File: src/rtl/mul8_signed_if.sv
// mul8_signed_if: operand/product bundle for the signed 8x8 multiplier
interface mul8_signed_if;
  logic [7:0] a;
  logic [7:0] b;
  logic [15:0] o;
  modport master (output a, output b, input o);
  modport slave (input a, input b, output o);
endinterface

File: src/rtl/mul8_signed.sv
// mul8_signed: exact signed 8x8 multiplier, Baugh-Wooley array, carry-save reduction, registered product
module mul8_signed (
  input logic clk,
  input logic rst_n,
  mul8_signed_if.slave bus
);
  logic [15:0] pp [9];
  logic [15:0] s [9];
  logic [15:0] c [9];
  logic [15:0] sum;
  for (genvar i = 0; i < 8; i++) begin : g_pp
    logic [7:0] row;
    // sign-bit-by-magnitude terms are inverted; the sign-by-sign term stays true
    assign row = (i == 7) ? {bus.a[7] & bus.b[7], ~(bus.a[6:0] & {7{bus.b[7]}})}
                          : {~(bus.a[7] & bus.b[i]), bus.a[6:0] & {7{bus.b[i]}}};
    assign pp[i] = 16'(row) << i;
  end
  assign pp[8] = 16'h8100;
  assign s[0] = pp[0];
  assign c[0] = '0;
  for (genvar k = 1; k < 9; k++) begin : g_csa
    assign s[k] = s[k-1] ^ c[k-1] ^ pp[k];
    assign c[k] = {(s[k-1][14:0] & c[k-1][14:0]) | (s[k-1][14:0] & pp[k][14:0]) | (c[k-1][14:0] & pp[k][14:0]), 1'b0};
  end
  assign sum = s[8] + c[8];
  always_ff @(posedge clk or negedge rst_n)
    if (!rst_n) bus.o <= '0;
    else bus.o <= sum;
endmodule

File: src/flat_wrapper.sv
// flat-port wrapper written by rule: the top's interface ports become plain ports
module mul8_signed_flat 
  (clk, rst_n, bus_a, bus_b, bus_o);
  mul8_signed_if bus_i ();
  input logic clk;
  input logic rst_n;
  input wire logic [$bits(bus_i.a)-1:0] bus_a;
  input wire logic [$bits(bus_i.b)-1:0] bus_b;
  output wire logic [$bits(bus_i.o)-1:0] bus_o;
  assign bus_i.a = bus_a;
  assign bus_i.b = bus_b;
  assign bus_o = bus_i.o;
  mul8_signed u_core (.clk(clk), .rst_n(rst_n), .bus(bus_i));
endmodule
File: config.mk
export PLATFORM = sky130hd
export DESIGN_NAME = mul8_signed_flat
export DESIGN_NICKNAME = d
export VERILOG_FILES = /design/src/rtl/mul8_signed_if.sv /design/src/rtl/mul8_signed.sv /design/src/flat_wrapper.sv
export SDC_FILE = /design/constraint.sdc
export NUM_CORES = 1
export LEC_CHECK = 0
export CAP_MARGIN = 5
export CORE_AREA = 4 4 75 77
export CTS_CLUSTER_DIAMETER = 50
export DETAILED_ROUTE_END_ITERATION = 8
export DIE_AREA = 0 0 79 81
export GPL_ROUTABILITY_DRIVEN = 0
export PLACE_DENSITY = 0.66
export SLEW_MARGIN = 10
export SYNTH_ARGS = -nofsm -noshare
export SYNTH_HDL_FRONTEND = slang
export SYNTH_SLANG_ARGS = --single-unit
File: constraint.sdc
create_clock -name clk -period 1 [get_ports clk]
set_clock_uncertainty 0.15 [all_clocks]
set_input_delay 0.2 -clock clk [delete_from_list [all_inputs] [get_ports clk]]
set_output_delay 0.2 -clock clk [all_outputs]
set_load 0.005 [all_outputs]
==> summary.md, run 1 <==
| Metric | Value |
|---|---|
| Status | `finished, violations left` |
| Failing checks | `negative setup slack` |
| Final Max Tran Viols | `0` |
| Final setup vio count | `30` |
| Crit. path cell count | `20` |
| Top delay family on crit path | `adder cells` |
| Initial antenna violation count | `0` |
| Crit path top cell by count | `fa_2` |
| Clk buf depth | `2` |
| Sink count of the clock tree | `16` |
| Worst setup path category | `in2reg` |
| Cell-by-cell listing of the critical path | `buf_8 -> and2_4 -> ha_4 -> inv_2 -> fa_2 -> fa_2 -> fa_2 -> fa_1 -> inv_2 -> fa_2 -> fa_1 -> inv_1 -> ha_2 -> inv_2 -> ha_4 -> inv_2 -> fa_2 -> nand2b_4 -> a2111oi_4 -> a311oi_2` |
| FMAX | `just over 0.2 GHz` |
| Fillers | `~440` |
| Origin of the worst setup path | `bus_b[1]` |
| I/O pin cnt | `34` |
| Post-Syn Area per Cell | `10.2 sq um` |
| Post-Place Worst Slack | `-4.67 ns` |
| Ratio of cells with drive above 1 in the final layout | `43.0%` |
| Starting Density | `42.8%` |
| GRT Overall Usage | `roughly 14%` |
| Critical-path top delay cell | `fa_2` |
| Wire length per cell | `11.3 um` |
| Pin count of the biggest net entering global routing | `17` |
| Placeable Area | `roughly 5000 sq um` |
| Crit path setup slack, layout | `-3.86 ns` |
| EDFF count, synth | `0` |
| Crit share post-route | `486%` |
| Setup_tns | `-38.62 ns` |
| # DRC | `0` |
| TritonCTS buffer count | `3` |
| Hold crit path type | `in2reg` |
| Max_slew headroom | `roughly 68%` |
| Synth Register Bits | `16` |
| CTS root buffer | `clkbuf_8` |
| Top FF cell, synth | `dfrtp_1` |
| CTS tree | `built` |
| Number of antenna diodes | `0` |
| Die Ht | `81 um` |
| Area added between synthesis and finish | `39.4%` |
| First-pass iteration count of the detailed router | `4` |
| Iteration-0 DRC Markers | `10` |
| Cells after synthesis | `210` |
| Fin crit period | `slightly below 5 ns` |
| RSZ-0062 raised after global routing | `yes` |
| Max stage delay on crit path | `approximately 0.52 ns` |
| CP max FO | `4` |
| Maxcap violations | `0` |
| Yosys cell types | `24` |
| Mapped Area | `2150 sq um` |
| # rows | `26` |
| Most frequent cells in the layout | `38 x nand2_1, 29 x inv_1, 29 x buf_4, 25 x fa_2` |
| Clk pin slew, worst setup/hold paths | `around 0.05 ns` |
| Post-synth ARST share | `100%` |
| Biggest register | `u_core.bus.o` |
| Worst Path Required | `0.96 ns` |
| H-tree levels | `1` |
| Nets | `360` |
| Most common cell after layout, fill and taps aside | `nand2_1` |
| Total die area | `between 6000 and 7000 sq um` |
| Leak | `roughly 1.3 nW` |
| Setup crit end | `u_core.bus.o[15]$_DFF_PN0_` |
| Post-DP HPWL | `between 3 and 4 mm` |
| Fin cells | `roughly 350` |
| Via total after detailed routing | `about 1600` |
| Wirelength, routed | `slightly below 4 mm` |
| Hold Fails Final Rpt | `0` |
| Critical path arrival | `a little under 5 ns` |
| Port buffer count | `33` |
| Post-layout util | `59.7%` |
| YS warnings | `0` |
| Seq/Total Area, Yosys | `a little under a fifth` |
| Syn_nets | `291` |
| Worst Tran Pin Value | `between 0.4 and 0.5 ns` |
| CP Capture Type | `register` |
| Biggest regs | `u_core.bus.o (16)` |
| Buf/Inv on CP | `6` |
| IR drop worst, VDD | `roughly 0.0021 V` |
| CP Launch Type | `primary input` |
| Final ANT Viol Nets | `0` |
| DR vias/cell | `about 4.7` |
| Chip width | `approximately 80 um` |
| First-pass GRT wire length | `slightly above 7 mm` |
| Cells after DPL | `342` |
| Congestion Overflow GR | `0` |
| Pwr/cell area | `roughly 3200 nW/um^2` |
| Vias in the first global route | `around 1600` |
| Flip-flop count of the largest register after layout | `16` |
-- logic make-up after synthesis --
group           after synthesis  synth area share [%]
compound gates               14                  4.49
simple gates                 74                  17.1
xor+xnor                      2                 0.816
flops                        16                  18.7
fa+ha+maj                    63                  51.8
buf+inv                      41                  7.17
-- metrics by stage --
step | power [mW] | hold WS, ns | cell area (sq um)
CTS | 9.47 | 0.0511 | 2980
floorplan | 5.75 | -0.246 | 2240
global route | 10.8 | 0.0487 | 2990
global placement | 7.92 | 0.398 | 2880
finish | 9.61 | 0.0557 | 2990
detailed placement | 8.04 | 0.401 | 2880
-- synthesized netlist by cell type (all sizes together), types with 2 or more instances --
library cell / count / area (sq um)
fa: 43 / 861
inv: 41 / 154
nand2: 39 / 146
and2: 25 / 156
ha: 20 / 250
dfrtp: 16 / 400
o21ai: 4 / 20.0
nor2: 3 / 11.3
a21o: 2 / 15.0
nand2b: 2 / 12.5
nor3b: 2 / 15.0
xnor2: 2 / 17.5
-- how the worst min path moves through the flow --
stage | cells after the start | to | start
3_3_place_gp | 2 | u_core.bus.o[12]$_DFF_PN0_ | rst_n
2_1_floorplan | 0 | u_core.bus.o[0]$_DFF_PN0_ | rst_n
6_report | 2 | u_core.bus.o[0]$_DFF_PN0_ | bus_b[0]
3_5_place_dp | 2 | u_core.bus.o[10]$_DFF_PN0_ | rst_n
4_1_cts | 2 | u_core.bus.o[0]$_DFF_PN0_ | bus_b[0]
5_1_grt | 2 | u_core.bus.o[0]$_DFF_PN0_ | bus_b[0]
-- final cells by class --
type	instances	area [sq um]	area share [%]
sequential	16	400	13.4
inverter	41	154	5.15
clock buffer	3	41.3	1.38
tap	70	87.6	2.93
timing repair buffer	64	483	16.2
multi-input combinational	153	1820	61.0
-- report_power, final --
group | internal [mW] | leakage, nW | switching, mW
clock | 0.267 | 0.0216 | 0.190
combinational | 4.32 | 1.13 | 3.76
sequential | 1.02 | 0.187 | 0.0478
total | 5.61 | 1.34 | 3.99
-- metal layers --
layer	part of all wire [%]	routed length, um	track usage (%)
met4	1.5	59	5.67
met1	44	1720	18.7
met2	51	2000	24.7
met5	0	0	0
met3	3.4	132	1.55
-- repair_timing --
action / in CTS / in global routing
endpoints found under the setup margin: 31 / 30
gates resized for setup: 142 / 8
setup buffers: 3 / 0
pin swaps: 34 / 26
hold buffers: 0 / 0
No activity file was read; power rests on OpenSTA's default activity.
==> run 2: changes to the inputs <==
--- a/config.mk
+++ b/config.mk
@@ -5,12 +5,11 @@
 export SDC_FILE = /design/constraint.sdc
 export NUM_CORES = 1
 export LEC_CHECK = 0
-export CAP_MARGIN = 5
-export CORE_AREA = 4 4 75 77
+export CAP_MARGIN = 20
+export CORE_AREA = 2 2 73 75
 export CTS_CLUSTER_DIAMETER = 50
 export DETAILED_ROUTE_END_ITERATION = 8
-export DIE_AREA = 0 0 79 81
-export GPL_ROUTABILITY_DRIVEN = 0
+export DIE_AREA = 0 0 75 77
 export PLACE_DENSITY = 0.66
 export SLEW_MARGIN = 10
 export SYNTH_ARGS = -nofsm -noshare
==> summary.md, run 2 (synthesized netlist as in run 1, its figures left out) <==
| Metric | Value |
|---|---|
| Area added between synthesis and finish | `44.1%` |
| Chip width | `75 um (-5.1%)` |
| FMAX | `0.203 GHz (-1.3%)` |
| Placeable Area | `4980 sq um (-0.65%)` |
| Critical path arrival | `4.89 ns (+0.07 ns)` |
| Number of antenna diodes | `0 (unchanged)` |
| Most common cell after layout, fill and taps aside | `nand2_1` |
| I/O pin cnt | `34 (unchanged)` |
| CP max FO | `3 (-1)` |
| Wire length per cell | `11.3 um (+0.46%)` |
| H-tree levels | `1 (unchanged)` |
| Max stage delay on crit path | `0.54 ns (+0.02 ns)` |
| Clk pin slew, worst setup/hold paths | `0.06 ns (about the same)` |
| CP Capture Type | `register` |
| Crit share post-route | `492% (+6.3 points)` |
| Nets | `363 (+0.83%)` |
| Biggest register | `u_core.bus.o` |
| TritonCTS buffer count | `3 (unchanged)` |
| Fillers | `409 (-6.2%)` |
| Final ANT Viol Nets | `0 (unchanged)` |
| Biggest regs | `u_core.bus.o (16)` |
| Status | `finished, violations left` |
| Via total after detailed routing | `1595 (-1.7%)` |
| Final Max Tran Viols | `0 (unchanged)` |
| Die Ht | `77 um (-4.9%)` |
| Total die area | `5780 sq um (-9.8%)` |
| Gate power share | `83.7% (-0.4 points)` |
| Wirelength, routed | `3.96 mm (+1.3%)` |
| Pwr/cell area | `3060 nW/um^2 (-4.7%)` |
| NetSw | `3.93 mW (-1.6%)` |
| Starting Density | `43.1% (+0.28 points)` |
| Iteration-0 DRC Markers | `26 (+16)` |
| Failing checks | `negative setup slack` |
| Worst setup path category | `in2reg` |
| RSZ-0062 raised after global routing | `yes` |
| CTS root buffer | `clkbuf_8` |
| Clk buf depth | `2 (unchanged)` |
| Initial antenna violation count | `0 (unchanged)` |
| Worst Tran Pin Value | `0.452 ns (-0.0172 ns)` |
| # rows | `26 (unchanged)` |
| Buf/Inv on CP | `6 (unchanged)` |
| Final Cell Area | `3090 sq um (+3.4%)` |
| Vias in the first global route | `1622 (-0.67%)` |
| # DRC | `0 (unchanged)` |
| Cell-by-cell listing of the critical path | `buf_6 -> and2_4 -> ha_4 -> inv_2 -> fa_2 -> fa_2 -> fa_2 -> fa_2 -> inv_2 -> fa_2 -> fa_1 -> inv_2 -> ha_4 -> inv_4 -> ha_4 -> inv_2 -> fa_2 -> nand2b_4 -> a2111oi_4 -> a311oi_1` |
| Post-Place Worst Slack | `-4.67 ns (-0.00485 ns)` |
| Fin crit period | `4.92 ns (+0.0628 ns)` |
| Worst Path Required | `0.97 ns (about the same)` |
| Flip-flop count of the largest register after layout | `16 (unchanged)` |
| Port buffer count | `33 (unchanged)` |
| Final setup vio count | `30 (unchanged)` |
| First-pass iteration count of the detailed router | `4 (unchanged)` |
| Ratio of cells with drive above 1 in the final layout | `49.6% (+6.7 points)` |
| Pint | `5.53 mW (-1.4%)` |
| Congestion Overflow GR | `0 (unchanged)` |
| Maxcap violations | `0 (unchanged)` |
| DR vias/cell | `4.56 (-2.5%)` |
| CP Launch Type | `primary input` |
| Critical-path top delay cell | `fa_2` |
| Flop pwr share | `11.3% (+0.2 points)` |
| Post-DP HPWL | `3.32 mm (-2.2%)` |
| Placed Area | `2890 sq um (+0.26%)` |
| Crit path top cell by count | `fa_2` |
| Clk pwr share | `5.0% (+0.2 points)` |
| IR drop worst, VDD | `0.00211 V (+0.62%)` |
| Max_slew headroom | `69.6% (+1.2 points)` |
| Crit path setup slack, layout | `-3.92 ns (-0.0628 ns)` |
| Sink count of the clock tree | `16 (unchanged)` |
| Leak | `1.37 nW (+2.2%)` |
| Hold crit path type | `in2reg` |
| Gp weighted congestion | `between 0.7 and 0.8` |
| GRT Overall Usage | `15.5% (+1.1 points)` |
| Pin count of the biggest net entering global routing | `17 (unchanged)` |
| Sw frac | `41.5% (-0.058 points)` |
| Most frequent cells in the layout | `37 x nand2_1, 30 x buf_4, 27 x fa_2, 22 x inv_1` |
| Hold Fails Final Rpt | `0 (unchanged)` |
| First-pass GRT wire length | `7.04 mm (-3.2%)` |
| CTS tree | `built` |
| Top delay family on crit path | `adder cells` |
[run 2: changes by cell type in the layout (fill, tap and decap cells not counted), sizes merged]
cell | before | now
buf | 54 | 59
clkdlybuf4s15 | 3 | 1
clkbuf | 4 | 3
dlygate4sd2 | 0 | 1
[run 2: layout make-up]
| class | count | area (sq um) | area share, % |
|---|---|---|---|
| clock buffers | 3 | 41.3 | 1.33 |
| well taps | 70 | 87.6 | 2.83 |
| repair buffers | 67 | 546 | 17.6 |
| inverters | 41 | 156 | 5.06 |
| multi-input cells | 153 | 1860 | 60.2 |
| flip-flops and latches | 16 | 400 | 12.9 |
[run 2: final timing paths]
check	from	endpoint	depth (start not counted)
setup / recovery	bus_a[6]	u_core.bus.o[15]$_DFF_PN0_	20
hold / removal	bus_b[0]	u_core.bus.o[0]$_DFF_PN0_	2
max in group asynchronous	rst_n	u_core.bus.o[1]$_DFF_PN0_	2
min in group asynchronous	rst_n	u_core.bus.o[11]$_DFF_PN0_	2
[run 2: through the flow]
step	TNS, ns	instances	util, %	power [mW]	hold slack (ns)
global placement	-49.97	343	58.1	7.92	0.399
CTS	-38.93	348	61.2	9.03	0.0472
finish	-38.40	350	62.1	9.46	0.0378
global route	-39.85	350	62.1	10.5	0.0595
floorplan	-37.29	210	-	5.75	-0.246
detailed placement	-50.65	343	58.1	8.10	0.402
[run 2: layer usage]
metal  GRT usage, %  share of wire [%]  vias to the layer above
met5              0                  0                        -
met2           25.7                 52                       26
li1               -                  -                      781
met1           21.0                 44                      784
met3           2.37                3.0                        4
met4           3.75                1.0                        0
[run 2: power by group through the flow]
| stage | combinational [mW] | clock (mW) | sequential (mW) |
|---|---|---|---|
| 6_report | 7.92 | 0.473 | 1.07 |
| 5_1_grt | 8.88 | 0.512 | 1.10 |
| 4_1_cts | 7.48 | 0.480 | 1.07 |
| 3_5_place_dp | 7.00 | 0 | 1.10 |
| 3_3_place_gp | 6.83 | 0 | 1.10 |
| 2_1_floorplan | 4.60 | 0 | 1.15 |
[run 2: repair_timing]
item / CTS / global route
hold buffers: 0 / 0
buffers inserted: 2 / 2
endpoints found under the setup margin: 32 / 30
resized for setup: 169 / 11
pin swaps: 31 / 24
==> run 3: changes to the inputs <==
--- a/config.mk
+++ b/config.mk
@@ -10,6 +10,7 @@
 export CTS_CLUSTER_DIAMETER = 50
 export DETAILED_ROUTE_END_ITERATION = 8
 export DIE_AREA = 0 0 75 77
+export GPL_TIMING_DRIVEN = 0
 export PLACE_DENSITY = 0.66
 export SLEW_MARGIN = 10
 export SYNTH_ARGS = -nofsm -noshare
==> summary.md, run 3 (synthesized netlist as in run 1, its figures left out) <==
| Metric | Value |
|---|---|
| Crit share post-route | `490% (-1.8 points)` |
| I/O pin cnt | `34 (unchanged)` |
| Sw frac | `42.2% (+0.69 points)` |
| Register area | `400 sq um (unchanged)` |
| Worst Path Required | `0.96 ns (about the same)` |
| IR drop worst, VDD | `0.00231 V (+9.5%)` |
| Buf/Inv on CP | `6 (unchanged)` |
| Hold slack | `-0.0578 ns (-0.0955 ns)` |
| Starting Density | `43.1% (unchanged)` |
| # DRC | `0 (unchanged)` |
| Hold Fails Final Rpt | `16 (+16)` |
| Most common cell after layout, fill and taps aside | `nand2_1` |
| FMAX | `0.204 GHz (+0.37%)` |
| Port buffer count | `33 (unchanged)` |
| Clk pin slew, worst setup/hold paths | `0.06 ns (about the same)` |
| Sink count of the clock tree | `16 (unchanged)` |
| Pwr/cell area | `3040 nW/um^2 (-0.78%)` |
| H-tree levels | `1 (unchanged)` |
| Nets | `336 (-7.4%)` |
| Maxcap violations | `0 (unchanged)` |
| Grt met1 use | `18.7% (-2.3 points)` |
| Cell-by-cell listing of the critical path | `buf_8 -> and2_4 -> ha_4 -> inv_2 -> fa_2 -> fa_2 -> fa_2 -> fa_2 -> inv_2 -> fa_2 -> fa_1 -> inv_1 -> ha_2 -> inv_2 -> ha_4 -> inv_2 -> fa_2 -> nand2b_4 -> a2111oi_4 -> a311oi_2` |
| Clk buf depth | `2 (unchanged)` |
| Worst Tran Pin Value | `0.662 ns (+0.211 ns)` |
| Biggest register | `u_core.bus.o` |
| Pwr Total | `8.68 mW (-8.3%)` |
| Die Ht | `77 um (unchanged)` |
| Most frequent cells in the layout | `39 x nand2_1, 26 x inv_1, 24 x fa_2, 19 x fa_1, 18 x buf_2` |
| TritonCTS buffer count | `3 (unchanged)` |
| Critical-path top delay cell | `fa_2` |
| Multi-input gate area | `1830 sq um (-1.5%)` |
| CTS tree | `built` |
| Fillers | `444 (+8.6%)` |
| Gr busiest metal | `met2` |
| Biggest regs | `u_core.bus.o (16)` |
| Final setup vio count | `30 (unchanged)` |
| Worst setup path category | `in2reg` |
| Congestion Overflow GR | `0 (unchanged)` |
| GRT Overall Usage | `14.1% (-1.4 points)` |
| Final Max Tran Viols | `0 (unchanged)` |
| Fin crit period | `4.90 ns (-0.0181 ns)` |
| Gp weighted congestion | `0.741 (-6.2%)` |
| Top delay family on crit path | `adder cells` |
| Vias in the first global route | `1513 (-6.7%)` |
| Final ANT Viol Nets | `0 (unchanged)` |
| # rows | `26 (unchanged)` |
| NetSw | `3.66 mW (-6.8%)` |
| Total die area | `5780 sq um (unchanged)` |
| Crit path setup slack, layout | `-3.90 ns (+0.0181 ns)` |
| Gate power share | `82.3% (-1.4 points)` |
| Max stage delay on crit path | `0.54 ns (about the same)` |
| Area added between synthesis and finish | `33.2%` |
| Critical path arrival | `4.87 ns (-0.02 ns)` |
| Post-DP HPWL | `2.91 mm (-12%)` |
| Wirelength, routed | `3.54 mm (-11%)` |
| Status | `finished, violations left` |
| First-pass GRT wire length | `6.39 mm (-9.3%)` |
| Pint | `5.02 mW (-9.4%)` |
| Leak | `1.25 nW (-8.9%)` |
| Max_slew headroom | `55.9% (-14 points)` |
| CP Launch Type | `primary input` |
| Clk pwr share | `5.4% (+0.4 points)` |
| Flip-flop count of the largest register after layout | `16 (unchanged)` |
| Failing checks | `negative hold slack, negative setup slack` |
| RSZ-0062 raised after global routing | `yes` |
| Flop pwr share | `12.3% (+1.0 points)` |
| Placeable Area | `4980 sq um (unchanged)` |
| CP max FO | `3 (unchanged)` |
| First-pass iteration count of the detailed router | `4 (unchanged)` |
| Ratio of cells with drive above 1 in the final layout | `40.7% (-8.9 points)` |
| Met2 global-route usage | `23.5% (-2.2 points)` |
| CP Capture Type | `register` |
| CTS root buffer | `clkbuf_8` |
| Initial antenna violation count | `0 (unchanged)` |
| Pin count of the biggest net entering global routing | `17 (unchanged)` |
| Number of antenna diodes | `0 (unchanged)` |
| Hold crit path type | `in2async` |
| Crit path top cell by count | `fa_2` |
| Via total after detailed routing | `1515 (-5.0%)` |
| Post-Place Worst Slack | `-4.76 ns (-0.0917 ns)` |
| Wire length per cell | `11.0 um (-3.1%)` |
| Iteration-0 DRC Markers | `23 (-12%)` |
| DR vias/cell | `4.69 (+2.9%)` |
| Chip width | `75 um (unchanged)` |
| Grt met3 use | `1.58% (-0.79 points)` |
-- run 3: cell types whose count changed in the layout (fill, tap and decap cells not counted), sizes merged --
cell           previous run  this run
buf                      59        34
dlymetal6s2s              0         1
clkdlybuf4s15             1         0
clkdlybuf4s50             6         4
-- run 3: path summary, 6_finish.rpt --
| check | startpoint | to | slack, ns | cells after the start |
|---|---|---|---|---|
| setup / recovery | bus_a[6] | u_core.bus.o[15]$_DFF_PN0_ | -3.90 | 20 |
| max in group asynchronous | rst_n | u_core.bus.o[4]$_DFF_PN0_ | 0.33 | 1 |
| min in group clk | bus_b[0] | u_core.bus.o[0]$_DFF_PN0_ | 0.04 | 2 |
| hold / removal | rst_n | u_core.bus.o[10]$_DFF_PN0_ | -0.06 | 1 |
-- run 3: what timing repair did --
item	in CTS	in global routing
setup endpoints to repair	47	30
pin swaps	17	19
hold endpoints to repair	16	0
resized for setup	165	20
buffers inserted	3	5
-- run 3: stage by stage --
step	area (sq um)	hold WS, ns	cells	utilization (%)	TNS, ns
after global routing	2860	0.0118	323	57.4	-40.02
after detailed placement	2650	0.509	313	53.3	-55.37
final	2860	-0.0578	323	57.4	-38.43
after CTS	2780	-0.0269	319	55.8	-38.40
after global placement	2650	0.501	313	53.3	-54.70
after floorplan	2240	-0.246	210	-	-37.29
-- run 3: per-layer routing --
layer | part of all wire, % | up-vias
li1 | - | 725
met1 | 46 | 760
met2 | 49 | 26
met3 | 2.8 | 4
met4 | 1.5 | 0
met5 | 0 | -
-- run 3: power groups by stage --
stage / logic [mW] / clock network, mW / registers (mW)
after detailed placement: 6.16 / 0 / 1.09
after global placement: 6.10 / 0 / 1.09
after floorplan: 4.60 / 0 / 1.15
after CTS: 6.63 / 0.484 / 1.07
final: 7.15 / 0.465 / 1.07
after global routing: 8.18 / 0.504 / 1.10
-- run 3: layout make-up --
cell class / count / area share, %
Timing Repair Buffer: 40 / 11.9
Multi-Input combinational cell: 153 / 64.2
Sequential cell: 16 / 14.0
Clock buffer: 3 / 1.44
Inverter: 41 / 5.38
Tap cell: 70 / 3.06
